`src/rtl/bcd_to_binary.sv`:
```
// Sequential 3-digit BCD to 10-bit binary converter using reverse double-dabble.
// One shift/correct step per clock; ten steps per conversion.
module bcd_to_binary (
   input  logic       clk,
   input  logic       rst,
   input  logic       start,
   input  logic [3:0] hundreds,
   input  logic [3:0] tens,
   input  logic [3:0] ones,
   output logic [9:0] binary,
   output logic       busy,
   output logic       done,
   output logic       err
);

   typedef enum logic [1:0] {IDLE, CONV, DONE} state_t;

   state_t      state_q, state_d;
   logic [21:0] shift_q, shift_d;
   logic [3:0]  step_q, step_d;
   logic [9:0]  binary_q, binary_d;
   logic        err_q, err_d;

   logic        accept;
   logic        digit_err;
   logic        last_step;
   logic [21:0] shifted;
   logic [21:0] stepped;

   assign accept    = start && (state_q != CONV);
   assign digit_err = (hundreds > 4'd9) || (tens > 4'd9) || (ones > 4'd9);
   assign last_step = (step_q == 4'd9);

   // One reverse double-dabble step: shift right, then pull each BCD nibble
   // that now reads 8 or more back down by 3.
   always_comb begin
      shifted = {1'b0, shift_q[21:1]};
      stepped = shifted;
      for (int i = 0; i < 3; i++) begin
         if (shifted[10 + 4*i + 3]) begin
            stepped[10 + 4*i +: 4] = shifted[10 + 4*i +: 4] - 4'd3;
         end
      end
   end

   always_ff @(posedge clk or posedge rst) begin
      if (rst) begin
         state_q <= IDLE;
      end else begin
         state_q <= state_d;
      end
   end

   always_comb begin
      state_d = state_q;
      case (state_q)
         IDLE, DONE: begin
            if (accept) begin
               state_d = digit_err ? DONE : CONV;
            end else begin
               state_d = IDLE;
            end
         end
         CONV: begin
            if (last_step) begin
               state_d = DONE;
            end
         end
         default: state_d = IDLE;
      endcase
   end

   // Invalid digits post an error result straight away; binary only ever
   // changes at a posting so intermediate values are never visible.
   always_comb begin
      shift_d  = shift_q;
      step_d   = step_q;
      binary_d = binary_q;
      err_d    = err_q;
      if (accept) begin
         shift_d = {hundreds, tens, ones, 10'd0};
         step_d  = 4'd0;
         err_d   = digit_err;
         if (digit_err) begin
            binary_d = 10'd0;
         end
      end else if (state_q == CONV) begin
         shift_d = stepped;
         step_d  = step_q + 4'd1;
         if (last_step) begin
            binary_d = stepped[9:0];
         end
      end
   end

   always_ff @(posedge clk or posedge rst) begin
      if (rst) begin
         shift_q  <= 22'd0;
         step_q   <= 4'd0;
         binary_q <= 10'd0;
         err_q    <= 1'b0;
      end else begin
         shift_q  <= shift_d;
         step_q   <= step_d;
         binary_q <= binary_d;
         err_q    <= err_d;
      end
   end

   always_comb begin
      busy   = (state_q == CONV);
      done   = (state_q == DONE);
      binary = binary_q;
      err    = err_q;
   end

endmodule
```
`config.mk`:
```
export PLATFORM = sky130hd
export DESIGN_NAME = bcd_to_binary
export DESIGN_NICKNAME = d
export VERILOG_FILES = /design/src/rtl/bcd_to_binary.sv
export SDC_FILE = /design/constraint.sdc
export NUM_CORES = 1
export LEC_CHECK = 0
export ABC_AREA = 1
export BUFFER_PORTS_ARGS = -buffer_cell sky130_fd_sc_hd__buf_2
export CAP_MARGIN = 20
export CORE_UTILIZATION = 54
export DETAILED_ROUTE_END_ITERATION = 8
export HOLD_SLACK_MARGIN = 0.15
export PLACE_DENSITY = 0.77
export SETUP_SLACK_MARGIN = 0.2
export SLEW_MARGIN = 10
export SYNTH_ARGS = -nofsm -noshare
export SYNTH_HDL_FRONTEND = slang
export SYNTH_SLANG_ARGS = --single-unit
```
`constraint.sdc`:
```
create_clock -name clk -period 1.41 [get_ports clk]
set_input_delay 0.0705 -clock clk [delete_from_list [all_inputs] [get_ports clk]]
set_output_delay 0.0705 -clock clk [all_outputs]
set_load 0.01 [all_outputs]
```
After elaboration in Yosys (flattened, before gate mapping). Index checks and enable logic that the tools add are counted.

$add $sub $neg: 3. Magnitude comparators: 3. Eq/ne operators: 6. Mux-type cells: 14. Reductions and logical operators: 8.

Operator list (count): $mux 22 (2); $mux 10 (4); $mux 4 (4); $gt 4x4->1 const B (3); $sub 4x2->4 const B (2); $mux 2 (3); $ne 2x1->1 const B (3); $add 4x1->4 const B (1); $eq 4x4->1 const B (1); $pmux 2 s2 (1); $reduce_bool 2->1 (2); $reduce_and 3->1 (1); $eq 2x1->1 const B (1); $eq 2x2->1 const B (1); $logic_not 2->1 (1); $logic_or 1x1->1 (2); $reduce_or 2->1 (1); $logic_and 1x1->1 (1).

Bits in registers: 39. Bits of input ports: 15. Output and inout port bits: 13. Logic and storage cells: 39.

Longest topological paths before layout. Gate-level depths: netlist (run 1).

Depth after elaboration: 6. Gate-level depth with buffers: 8.

Least setup slack after synthesis (run 1). Ideal clock, no wire load.

Path kind: register to register. Start point: register step_q[1]. End point: register binary_q[0] (netlist: binary[0]). Arrival time: 1.082 ns. Path slack: 0.211 ns. Stages on the path, launching flop included: 9. Path buffers: 1. Period minus slack after synthesis: 1.199 ns. Cell sequence: dfrtp_1 inv_1 ha_1 nand2_1 nor2_1 nand2_2 buf_6 nand3_2 nand2_1.

Word-level cells in the longest chain between the ends: 3.

Ends and longest elaborated chain: start, declared (line 20) `logic [3:0] step_q, step_d;`; start signal, assigned (line 104) `step_q <= step_d;`; $eq 4x4->1 (line 32) `assign last_step = (step_q == 4'd9);`; $reduce_bool 2->1 (no line); $reduce_and 3->1 (no line); end signal, assigned (line 105) `binary_q <= binary_d;`; end, declared (line 21) `logic [9:0] binary_q, binary_d;`.

Every way passes these cells. A chain may end at the register's enable or synchronous reset.

Worst setup path in the final report (run 1).
Start point: input tens[1]. End point: register binary_q[7] (netlist: binary[7]).

Word-level cells in the longest chain between the ends: 5.

Ends and longest elaborated chain: start, declared (line 8) `input logic [3:0] tens,`; $gt 4x4->1 (line 31) `assign digit_err = (hundreds > 4'd9) || (tens > 4'd9) || (ones > 4'd9);`; $logic_or 1x1->1 (2 in series) (line 31); $ne 2x1->1 (no line); $reduce_and 3->1 (no line).

Every way passes these cells.

==> metrics, run 1 <==
outcome=finished, final reports clean; post-synthesis sequential area ratio=0.5398; largest net degree at the start of global routing=39; power density cells=~1600 mW/mm²; Post-synth EDFFs=0; Synth Net Count=around 210; VDD IR max=~0.99 mV; critical path's slowest cell=dlygate4sd3_1; top cell type's share of synthesized area=0.5398; DRT antenna net count=0; total number of H-tree levels=2; PortBufs=27; Yosys reg bits=38; DR vias/cell=5.382; Rel. slew slack=0.6892; std cell rows=20; slowest stage delay, CP=approximately 0.56 ns; Area Growth Syn to Fin=35.44%; Iteration-0 DRC Markers=77; ANT cells=0; cell-by-cell trace of the critical path=buf_2 > dlygate4sd3_1 > o21ai_0 > nand3_1 > nand2_2 > buf_4 > nand3_2 > nand2_1; DPL Wire Length=roughly 2500 µm; fmax=about 0.76 GHz; Worst-Skew Late Latency=0.34 ns; Pins Over Slew Limit=0; delay-heaviest family, CP=buffers and inverters; grt total ovfl=0; area of the mapped netlist=approximately 0.0018 mm²; CTS Root Cell=clkbuf_4; Arrival @ worst endpoint=about 1.6 ns; cell taking the most area after synthesis=dfrtp_1; num ports=28; initial antenna violation count=0; WP data required=about 1.7 ns; Core Box Area=a little over 0.003 mm²; fin util=0.7752; CTS tree=built; dpl cells=roughly 260; Synth area leaders=dfrtp_1 (54%), nand2_1 (9.4%), inv_1 (5.3%), nand3_2 (5.1%), o21ai_0 (4.3%); Final Wtd Congestion=a little under 0.8; number of global-route vias before repair=roughly 1500; crit path time final=about 1.3 ns; FF/Latch Area=~950 µm²; Setup CP Type=input pin to flop; most frequent cell after synthesis=nand2_1; Non-Filler Instances=between 200 and 300; fraction of the cycle the final worst path needs=0.9302; Worst-path clk slew=~0.10 ns; Tightest Pin Transition=0.4662 ns; Setup-failing EPs final=0; DRC errors left=0; highest routed layer=met4; share of layout cells above drive strength 1=0.3213; met2 routed WL=roughly 2200 µm; Min-Delay Path Class=input pin to flop; Final Hold Viols=0; nets=268; Initial Utilization=0.5724; Mean Syn Cell Area=9.321 µm²; first-pass GRT wire length=roughly 6600 µm; Crit Path Max Fanout=6; crit start category=input pin; LEAKAGE=approximately 1.2 nW; total power=3.722 mW; post-DR wirelength/cell=roughly 14 µm; unrepaired setup endpoints after global routing=yes; top cells by count, synth=nand2_1 (44), dfrtp_1 (38), inv_1 (25), o21ai_0 (15); Synth Warn #=0; ys flop type=dfrtp_1; Post-Synthesis Cells=between 150 and 200; # fillers=197; CP Capture Type=flop; max cap viols=0; Die Height=between 50 and 60 µm; setup TNS=0 ns; wl on met1=approximately 1700 µm; Multi-input gate area=approximately 740 µm²; die area=between 0.003 and 0.004 mm²; Inserted Clock Buffers=5; Clock Path Buffers=2; total routed wirelength=between 4000 and 5000 µm; clk_skew=0.004375 ns; Worst Path Buf+Inv=3; Die Width=between 50 and 60 µm; FFs w/ async S/R, synth=1.000; gr usage total=0.2565; DR WL met3=around 220 µm; vias=roughly 1600; drt first pass iters=4; Distinct cells, synth=21; CTS sink count=38
[state kept, by name (all words and copies together) (netlist names)]
| signal | flops |
|---|---|
| state_q | 2 |
| shift_q | 21 |
| step_q | 4 |
| err | 1 |
| binary | 10 |
[repair_timing]
| action | in CTS | in global routing |
|---|---|---|
| pin swaps | 22 | 12 |
| endpoints found under the hold margin | 51 | 5 |
| gates resized for setup | 13 | 22 |
| gates cloned | 1 | 0 |
| hold buffers | 10 | 4 |
| setup endpoints to repair | 12 | 32 |
| setup buffers | 6 | 2 |
[tightest hold or removal path, stage by stage]
cell,delay (ns)
buf_2,0.09
o21ai_0,0.09
nand3_1,0.15
o22ai_1,0.11
[metrics by stage]
| stage | hold WS, ns | setup WS (ns) | instance area (µm²) |
|---|---|---|---|
| final | 0.2211 | 0.09835 | 2386 |
| after global routing | 0.2263 | 0.006533 | 2386 |
| after CTS | -0.03499 | 0.1402 | 2253 |
| after detailed placement | 0.2046 | 0.04771 | 1989 |
| after global placement | 0.1955 | 0.1406 | 1989 |
| after floorplan | 0.1915 | 0.2114 | 1762 |
[path summary, 6_finish.rpt]
| kind | start | slack, ns | cells past startpoint | endpoint |
|---|---|---|---|---|
| worst max register to register | step_q[1]$_DFFE_PP0P_ | 0.15 | 8 | binary[8]$_DFFE_PP0P_ |
| min in group asynchronous | rst | 0.37 | 4 | binary[1]$_DFFE_PP0P_ |
| worst max-delay path | tens[1] | 0.1 | 8 | binary[7]$_DFFE_PP0P_ |
| max in group asynchronous | rst | 0.69 | 4 | step_q[0]$_DFFE_PP0P_ |
| worst min register to register | shift_q[5]$_DFFE_PP0P_ | 0.49 | 2 | binary[4]$_DFFE_PP0P_ |
| worst min-delay path | ones[1] | 0.22 | 4 | state_q[0]$_DFFE_PP0P_ |
[cell usage in the layout (no fill, tap or decap), drive strengths merged, types with 3 or more instances in the layout]
master       instances
a21oi                3
dlygate4sd3         14
ha                   4
nand2               47
nand3               18
o221ai               5
o22ai                9
inv                 27
o211ai               5
o21ai               15
clkbuf               7
buf                 46
nor2                 9
dfrtp               38
[cell families after synthesis]
group                    Yosys count  synth area share
AND/OR/NAND/NOR                   74            0.2060
flip-flops                        38            0.5398
buffers and inverters             34           0.08594
XOR/XNOR                           1          0.004972
adder cells (fa/ha/maj)            4           0.02841
multiplexers                       1          0.005682
AO/OA/AOI/OAI                     37            0.1293
[report_power, final]
| group | leakage [nW] | switching [mW] | internal, mW |
|---|---|---|---|
| clock | 0.0254 | 0.323 | 0.188 |
| sequential | 0.502 | 0.204 | 1.36 |
| combinational | 0.667 | 0.919 | 0.731 |
[area by class of cell]
type	instances	share of cell area
flip-flops and latches	38	0.3991
multi-input cells	117	0.3099
repair buffers	60	0.2056
inverters	27	0.04352
well taps	44	0.02307
clock buffers	7	0.01888
[per-layer routing]
layer  global-route usage  up-vias
met5                    0        -
met4               0.1327        0
met3              0.05022       13
met2               0.4334       63
met1               0.3116      756
li1                     -      745
No activity file was read; power rests on OpenSTA's default activity.
==> run 2: changes to the inputs <==
--- a/config.mk
+++ b/config.mk
@@ -5,13 +5,11 @@
 export SDC_FILE = /design/constraint.sdc
 export NUM_CORES = 1
 export LEC_CHECK = 0
-export ABC_AREA = 1
 export BUFFER_PORTS_ARGS = -buffer_cell sky130_fd_sc_hd__buf_2
-export CAP_MARGIN = 20
 export CORE_UTILIZATION = 54
 export DETAILED_ROUTE_END_ITERATION = 8
 export HOLD_SLACK_MARGIN = 0.15
-export PLACE_DENSITY = 0.77
+export PLACE_DENSITY = 0.76
 export SETUP_SLACK_MARGIN = 0.2
 export SLEW_MARGIN = 10
 export SYNTH_ARGS = -nofsm -noshare
==> metrics, run 2 <==
outcome=finished, final reports clean (unchanged); crit path time final=1.395 ns (was 1.312 ns); drt first pass iters=4 (unchanged); Distinct cells, synth=31 (was 21); worst r2r src=state_q[0]$_DFFE_PP0P_ (was step_q[1]$_DFFE_PP0P_); Tightest Pin Transition=0.4940 ns (was 0.4662 ns); total routed wirelength=4909 µm (was 4177 µm); first-pass GRT wire length=7721 µm (was 6568 µm); unrepaired setup endpoints after global routing=yes (unchanged); FF-to-FF setup slack=0.01 ns (was 0.15 ns); clk_skew=0.01408 ns (was 0.004375 ns); cell count of the worst hold path=4 (unchanged); Yosys reg bits=38 (unchanged); total power=3.430 mW (was 3.722 mW); largest net degree at the start of global routing=39 (unchanged); combinational fraction of design power=0.353 (was 0.443); Iteration-0 DRC Markers=107 (was 77); Die Height=60.54 µm (was 59.12 µm); Synth Area in XOR/XNOR=0.01893 (was 0.004972); PortBufs=27 (unchanged); cell-by-cell trace of the critical path=nand2b_4 > buf_8 > mux2_2 > mux2i_1 (was buf_2 > dlygate4sd3_1 > o21ai_0 > nand3_1 > nand2_2 > buf_4 > nand3_2 > nand2_1); DR vias/cell=5.768 (was 5.382); LEAKAGE=1.136 nW (was 1.195 nW); FFs w/ async S/R, synth=1.000 (unchanged); power density cells=1404 mW/mm² (was 1560 mW/mm²); DRC errors left=0 (unchanged); most common cell after layout, fill and taps aside=dfrtp_1 (was nand2_1); Crit Path Max Fanout=23 (was 6); top cell type's share of synthesized area=0.5139 (was 0.5398); fraction of the cycle the final worst path needs=0.9895 (was 0.9302); gr usage total=0.2975 (was 0.2565); Simple-Gate Fraction of Synth Area=0.1515 (was 0.2060); most frequent cell after synthesis=dfrtp_1 (was nand2_1); ys flop type=dfrtp_1 (unchanged); Synth Warn #=0 (unchanged); Reg power frac=0.428 (was 0.419); FF-to-FF path depth=4 (was 8); number of global-route vias before repair=1615 (was 1538); Final Wtd Congestion=0.7761 (was 0.7886); cell taking the most area after synthesis=dfrtp_1 (unchanged); switch share=0.3341 (was 0.3885); Final Hold Viols=0 (unchanged); multiplexer share of the synthesized area=0.07099 (was 0.005682); DRT antenna net count=0 (unchanged); Area Growth Syn to Fin=32.05% (was 35.44%); CTS tree=built (unchanged); max cap viols=0 (unchanged); Worst-path clk slew=0.13 ns (was 0.10 ns); WP data required=1.68 ns (was 1.69 ns); Synth area leaders=dfrtp_1 (51%), o21ai_0 (6.8%), mux2i_1 (6.5%), nand2_1 (5.5%), a21oi_1 (3.8%) (was dfrtp_1 (54%), nand2_1 (9.4%), inv_1 (5.3%), nand3_2 (5.1%), o21ai_0 (4.3%)); Hold Startpoint=hundreds[2] (was ones[1]); CP Capture Type=flop (unchanged); fmax=0.7167 GHz (was 0.7624 GHz); post-DR wirelength/cell=16.99 µm (was 14.26 µm); Hold EP=state_q[0]$_DFFE_PP0P_ (unchanged); Top reg by flops=shift_q (unchanged); Clock Path Buffers=2 (unchanged); Die Width=60.54 µm (was 59.12 µm); Min-Delay Path Class=input pin to flop (unchanged); std cell rows=20 (unchanged); RR Endpoint=step_q[2]$_DFFE_PP0P_ (was binary[8]$_DFFE_PP0P_); share of layout cells above drive strength 1=0.2653 (was 0.3213); commonest cells after routing, fill and taps aside=dfrtp_1 (38), nand2_1 (27), buf_2 (26) (was nand2_1 (41), dfrtp_1 (37), buf_2 (25)); ANT cells=0 (unchanged); post-synthesis sequential area ratio=0.5139 (was 0.5398); Initial Utilization=0.5869 (was 0.5724); Mean Syn Cell Area=9.896 µm² (was 9.321 µm²); Switch Pwr=1.146 mW (was 1.446 mW); vias=1667 (was 1577); Setup-failing EPs final=0 (unchanged); Synth Net Count=206 (was 208); Inserted Clock Buffers=5 (unchanged); Post-synth EDFFs=0 (unchanged); DPL Wire Length=2773 µm (was 2525 µm); CTS sink count=38 (unchanged); total number of H-tree levels=2 (unchanged); num ports=28 (unchanged); area of the mapped netlist=0.001851 mm² (was 0.001762 mm²); die area=0.003665 mm² (was 0.003495 mm²); Arrival @ worst endpoint=1.67 ns (was 1.59 ns); cell internal pwr=2.284 mW (was 2.276 mW); slowest stage delay, CP=0.44 ns (was 0.56 ns); Rel. slew slack=0.6706 (was 0.6892); VDD IR max=0.8917 mV (was 0.9930 mV); initial antenna violation count=0 (unchanged); # fillers=240 (was 197); power share of the clock group=0.219 (was 0.137); Setup CP Type=flop to flop (was input pin to flop); Worst Path Buf+Inv=1 (was 3); Core Box Area=0.003153 mm² (was 0.003078 mm²); delay-heaviest family, CP=multiplexers (was buffers and inverters); largest family of logic cells by synthesized area=compound AO/OA/AOI/OAI gates (was simple AND/OR/NAND/NOR gates); critical path's slowest cell=dfrtp_1 (was dlygate4sd3_1); setup TNS=0 ns (unchanged); CTS Root Cell=clkbuf_4 (unchanged); Synth Area in Compound Gates=0.1657 (was 0.1293); nets=263 (was 268); Pins Over Slew Limit=0 (unchanged); Worst-Skew Late Latency=0.36 ns (was 0.34 ns); grt total ovfl=0 (unchanged); post-synthesis adder-cell area fraction=0.02705 (was 0.02841); crit start category=flop (was input pin); Post-Synthesis Cells=187 (was 189); top cells by count, synth=dfrtp_1 (38), nand2_1 (27), o21ai_0 (25), a21oi_1 (14), nand3_1 (14) (was nand2_1 (44), dfrtp_1 (38), inv_1 (25), o21ai_0 (15)); max reg flops=21 (unchanged)
## run 2: cell types whose count changed after synthesis, moves of 4 or more
cell,change
a21oi_1,+11
inv_1,-22
nand3_1,+5
nand3_2,-9
a211oi_1,+4
nor2b_1,+7
mux2i_1,+11
o21ai_0,+10
o221ai_1,-5
o21ai_1,+5
nor2_1,-6
o211ai_1,-5
nand2_1,-17
o22ai_1,-6
## run 2: repair_timing
action                                  CTS  global route
hold endpoints to repair                 59             0
gates resized for setup                   8            10
endpoints found under the setup margin   23            31
pin swaps                                 2             0
cloned                                    3             1
hold buffers                             14             0
buffers inserted                          6             4
## run 2: cell families after synthesis
kind of cell / Yosys count
adder cells (fa/ha/maj): 4
AND/OR/NAND/NOR: 57
flip-flops: 38
AO/OA/AOI/OAI: 54
multiplexers: 13
buffers and inverters: 17
XOR/XNOR: 4
## run 2: final cells by class
cell class | count | area, µm² | area share
flip-flops and latches | 38 | 950.9 | 0.3891
repair buffers | 60 | 493.0 | 0.2017
repair inverters | 1 | 6.256 | 0.002560
clock inverters | 3 | 40.04 | 0.01639
multi-input cells | 133 | 834.6 | 0.3415
inverters | 5 | 26.28 | 0.01075
clock buffers | 5 | 37.54 | 0.01536
well taps | 44 | 55.05 | 0.02253
## run 2: per-stage QoR
step | instance area [µm²] | cells | utilization | worst slack (ns) | hold WS (ns)
finish | 2444 | 289 | 0.7750 | 0.01475 | 0.1928
global placement | 2043 | 253 | 0.6480 | 0.07606 | 0.1998
detailed placement | 2043 | 253 | 0.6480 | -0.02034 | 0.2049
CTS | 2374 | 284 | 0.7528 | 0.03359 | 0.1561
global route | 2444 | 289 | 0.7750 | -0.01562 | 0.2306
floorplan | 1851 | 187 | - | 0.2349 | 0.2268
## run 2: worst register-to-register path, stage by stage (launching register included)
cell	delay, ns
dfrtp_1	0.44
nand2b_4	0.13
buf_8	0.19
mux2_2	0.36
mux2i_1	0.19
## run 2: power by group through the flow
stage / clock network, mW / logic (mW) / registers (mW)
floorplan: 0 / 0.632 / 1.46
global placement: 0 / 0.804 / 1.49
detailed placement: 0 / 0.854 / 1.51
CTS: 0.754 / 1.06 / 1.49
global route: 0.806 / 1.31 / 1.49
finish: 0.750 / 1.21 / 1.47
## run 2: how the worst max path moves through the flow
stage,startpoint,end,slack (ns),depth (start not counted)
global route,step_q[1]$_DFFE_PP0P_,binary[7]$_DFFE_PP0P_,-0.02,6
finish,state_q[0]$_DFFE_PP0P_,step_q[2]$_DFFE_PP0P_,0.01,4
CTS,state_q[0]$_DFFE_PP0P_,busy,0.03,5
detailed placement,step_q[1]$_DFFE_PP0P_,binary[5]$_DFFE_PP0P_,-0.02,5
global placement,step_q[1]$_DFFE_PP0P_,binary[4]$_DFFE_PP0P_,0.08,5
floorplan,step_q[0]$_DFFE_PP0P_,binary[0]$_DFFE_PP0P_,0.23,5
## run 2: metal layers
metal	up-vias	wire (µm)	GRT usage
met5	-	0	0
met4	0	120	0.1234
met3	15	392	0.07249
met2	76	2361	0.4835
met1	808	2034	0.3828
li1	768	-	-
==> run 3: changes to the inputs <==
--- a/config.mk
+++ b/config.mk
@@ -7,7 +7,9 @@
 export LEC_CHECK = 0
 export BUFFER_PORTS_ARGS = -buffer_cell sky130_fd_sc_hd__buf_2
 export CORE_UTILIZATION = 54
+export CTS_CLUSTER_DIAMETER = 200
 export DETAILED_ROUTE_END_ITERATION = 8
+export GPL_TIMING_DRIVEN = 0
 export HOLD_SLACK_MARGIN = 0.15
 export PLACE_DENSITY = 0.76
 export SETUP_SLACK_MARGIN = 0.2
==> metrics, run 3 (synthesized netlist as in run 2, its figures left out) <==
number of global-route vias before repair=1734 (was 1615); Arrival @ worst endpoint=1.30 ns (was 1.67 ns); total power=3.531 mW (was 3.430 mW); Min-Delay Path Class=input pin to flop (unchanged); max cap viols=0 (unchanged); outcome=finished, final reports clean (unchanged); die area=0.003665 mm² (unchanged); commonest cells after routing, fill and taps aside=dfrtp_1 (38), nand2_1 (26), buf_2 (26) (was dfrtp_1 (38), nand2_1 (27), buf_2 (26)); total routed wirelength=5221 µm (was 4909 µm); total number of H-tree levels=2 (unchanged); crit path time final=1.366 ns (was 1.395 ns); vias=1712 (was 1667); Crit Path Max Fanout=2 (was 23); Die Height=60.54 µm (unchanged); fraction of the cycle the final worst path needs=0.9690 (was 0.9895); DR vias/cell=5.843 (was 5.768); crit start category=flop (unchanged); Final Hold Viols=0 (unchanged); Clock Path Buffers=2 (unchanged); delay-heaviest family, CP=flip-flops (was multiplexers); Pins Over Slew Limit=0 (unchanged); DPL Wire Length=2960 µm (was 2773 µm); initial antenna violation count=0 (unchanged); largest net degree at the start of global routing=39 (unchanged); Setup CP Type=flop to output port (was flop to flop); std cell rows=20 (unchanged); critical path's slowest cell=dfrtp_1 (unchanged); Core Box Area=0.003153 mm² (unchanged); PortBufs=27 (unchanged); Worst-path clk slew=0.11 ns (was 0.13 ns); num ports=28 (unchanged); unrepaired setup endpoints after global routing=yes (unchanged); CTS Root Cell=clkbuf_4 (unchanged); share of layout cells above drive strength 1=0.3614 (was 0.2653); CTS tree=built (unchanged); cell-by-cell trace of the critical path=nand2b_4 > inv_6 > buf_8 > buf_8 > buf_6 (was nand2b_4 > buf_8 > mux2_2 > mux2i_1); switch share=0.3475 (was 0.3341); first-pass GRT wire length=8079 µm (was 7721 µm); Worst Setup Slack, final=0.04371 ns (was 0.01475 ns); most used cell, CP=buf_8; drt first pass iters=4 (unchanged); setup TNS=0 ns (unchanged); Setup-failing EPs final=0 (unchanged); power share of the clock group=0.203 (was 0.219); DP Worst Slack=0.02061 ns (was -0.02034 ns); fmax=0.7319 GHz (was 0.7167 GHz); Tightest Pin Transition=0.7786 ns (was 0.4940 ns); Reg power frac=0.426 (was 0.428); Switch Pwr=1.227 mW (was 1.146 mW); DRT antenna net count=0 (unchanged); nets=267 (was 263); Top reg by flops=shift_q (unchanged); combinational fraction of design power=0.371 (was 0.353); VDD IR max=0.9602 mV (was 0.8917 mV); Worst Path Buf+Inv=4 (was 1); Rel. slew slack=0.4802 (was 0.6706); Inserted Clock Buffers=5 (unchanged); ANT cells=0 (unchanged); LEAKAGE=1.161 nW (was 1.136 nW); Initial Utilization=0.5869 (unchanged); grt total ovfl=0 (unchanged); Area Growth Syn to Fin=38.88% (was 32.05%); cell internal pwr=2.304 mW (was 2.284 mW); gr usage total=0.3141 (was 0.2975); DRC errors left=0 (unchanged); Final Wtd Congestion=0.7627 (was 0.7761); Die Width=60.54 µm (unchanged); CTS sink count=38 (unchanged); WP data required=1.34 ns (was 1.68 ns); post-DR wirelength/cell=17.82 µm (was 16.99 µm); Iteration-0 DRC Markers=112 (was 107); clk_skew=0.01292 ns (was 0.01408 ns); max reg flops=21 (unchanged); Worst-Skew Late Latency=0.37 ns (was 0.36 ns); CP Capture Type=output port (was flop); power density cells=1374 mW/mm² (was 1404 mW/mm²); most common cell after layout, fill and taps aside=dfrtp_1 (unchanged); slowest stage delay, CP=0.40 ns (was 0.44 ns)
==> run 3: changes by cell type in the layout (fill, tap and decap cells not counted), moves of 5 or more <==
cell / previous run / this run
o21ai_1: 9 / 20
a21oi_1: 14 / 7
a21oi_2: 0 / 7
buf_6: 4 / 9
o21ai_0: 21 / 6
==> run 3: path summary, 6_finish.rpt <==
path                                           end  slack [ns]                    start  depth (start not counted)
max                                           busy        0.04   state_q[1]$_DFFE_PP0P_                          5
min                          step_q[2]$_DFFE_PP0P_        0.14                    start                          3
max reg2reg                  binary[7]$_DFFE_PP0P_        0.06   state_q[0]$_DFFE_PP0P_                          6
min in group asynchronous    step_q[1]$_DFFE_PP0P_        0.37                      rst                          3
max in group asynchronous   shift_q[4]$_DFFE_PP0P_        0.54                      rst                          3
min reg2reg                shift_q[19]$_DFFE_PP0P_        0.51  shift_q[20]$_DFFE_PP0P_                          2
==> run 3: power by group through the flow <==
stage | registers, mW | clock network (mW) | logic [mW]
after detailed placement | 1.52 | 0 | 0.832
after CTS | 1.48 | 0.705 | 1.10
after global routing | 1.53 | 0.753 | 1.42
after floorplan | 1.46 | 0 | 0.632
after global placement | 1.50 | 0 | 0.795
final | 1.50 | 0.718 | 1.31
==> run 3: tightest hold or removal path: cells and delay by family <==
kind	cells	cell delay (ns)
buf+inv	1	0.16
mux	2	0.25
==> run 3: cell type report <==
type / count / area [µm²]
flip-flops and latches: 38 / 950.9
multi-input cells: 132 / 912.1
fillers: 203 / 583.1
repair buffers: 54 / 420.4
plain buffers: 12 / 128.9
clock buffers: 8 / 78.83
well taps: 44 / 55.05
inverters: 5 / 23.77
==> run 3: through the flow <==
stage                     hold WS, ns  utilization  cell area [µm²]  std cells
after floorplan                0.2268            -             1851        187
after global placement         0.3382       0.6472             2041        258
after detailed placement       0.2525       0.6472             2041        258
after CTS                      0.1479       0.7762             2447        292
after global routing           0.1626       0.8151             2570        293
final                          0.1377       0.8151             2570        293
==> run 3: metal layers <==
metal / vias to the layer above / share of wire / track usage
met1: 850 / 0.41 / 0.3911
met3: 10 / 0.063 / 0.06823
met5: - / 0 / 0
li1: 776 / - / -
met4: 0 / 0.020 / 0.1591
met2: 76 / 0.51 / 0.5181
==> run 3: what timing repair did <==
item	4_1_cts	5_1_grt
cloned	2	0
pin swaps	1	4
hold buffers	14	0
hold endpoints to repair	52	0
setup buffers	10	1
endpoints found under the setup margin	30	39
gates resized for setup	32	48
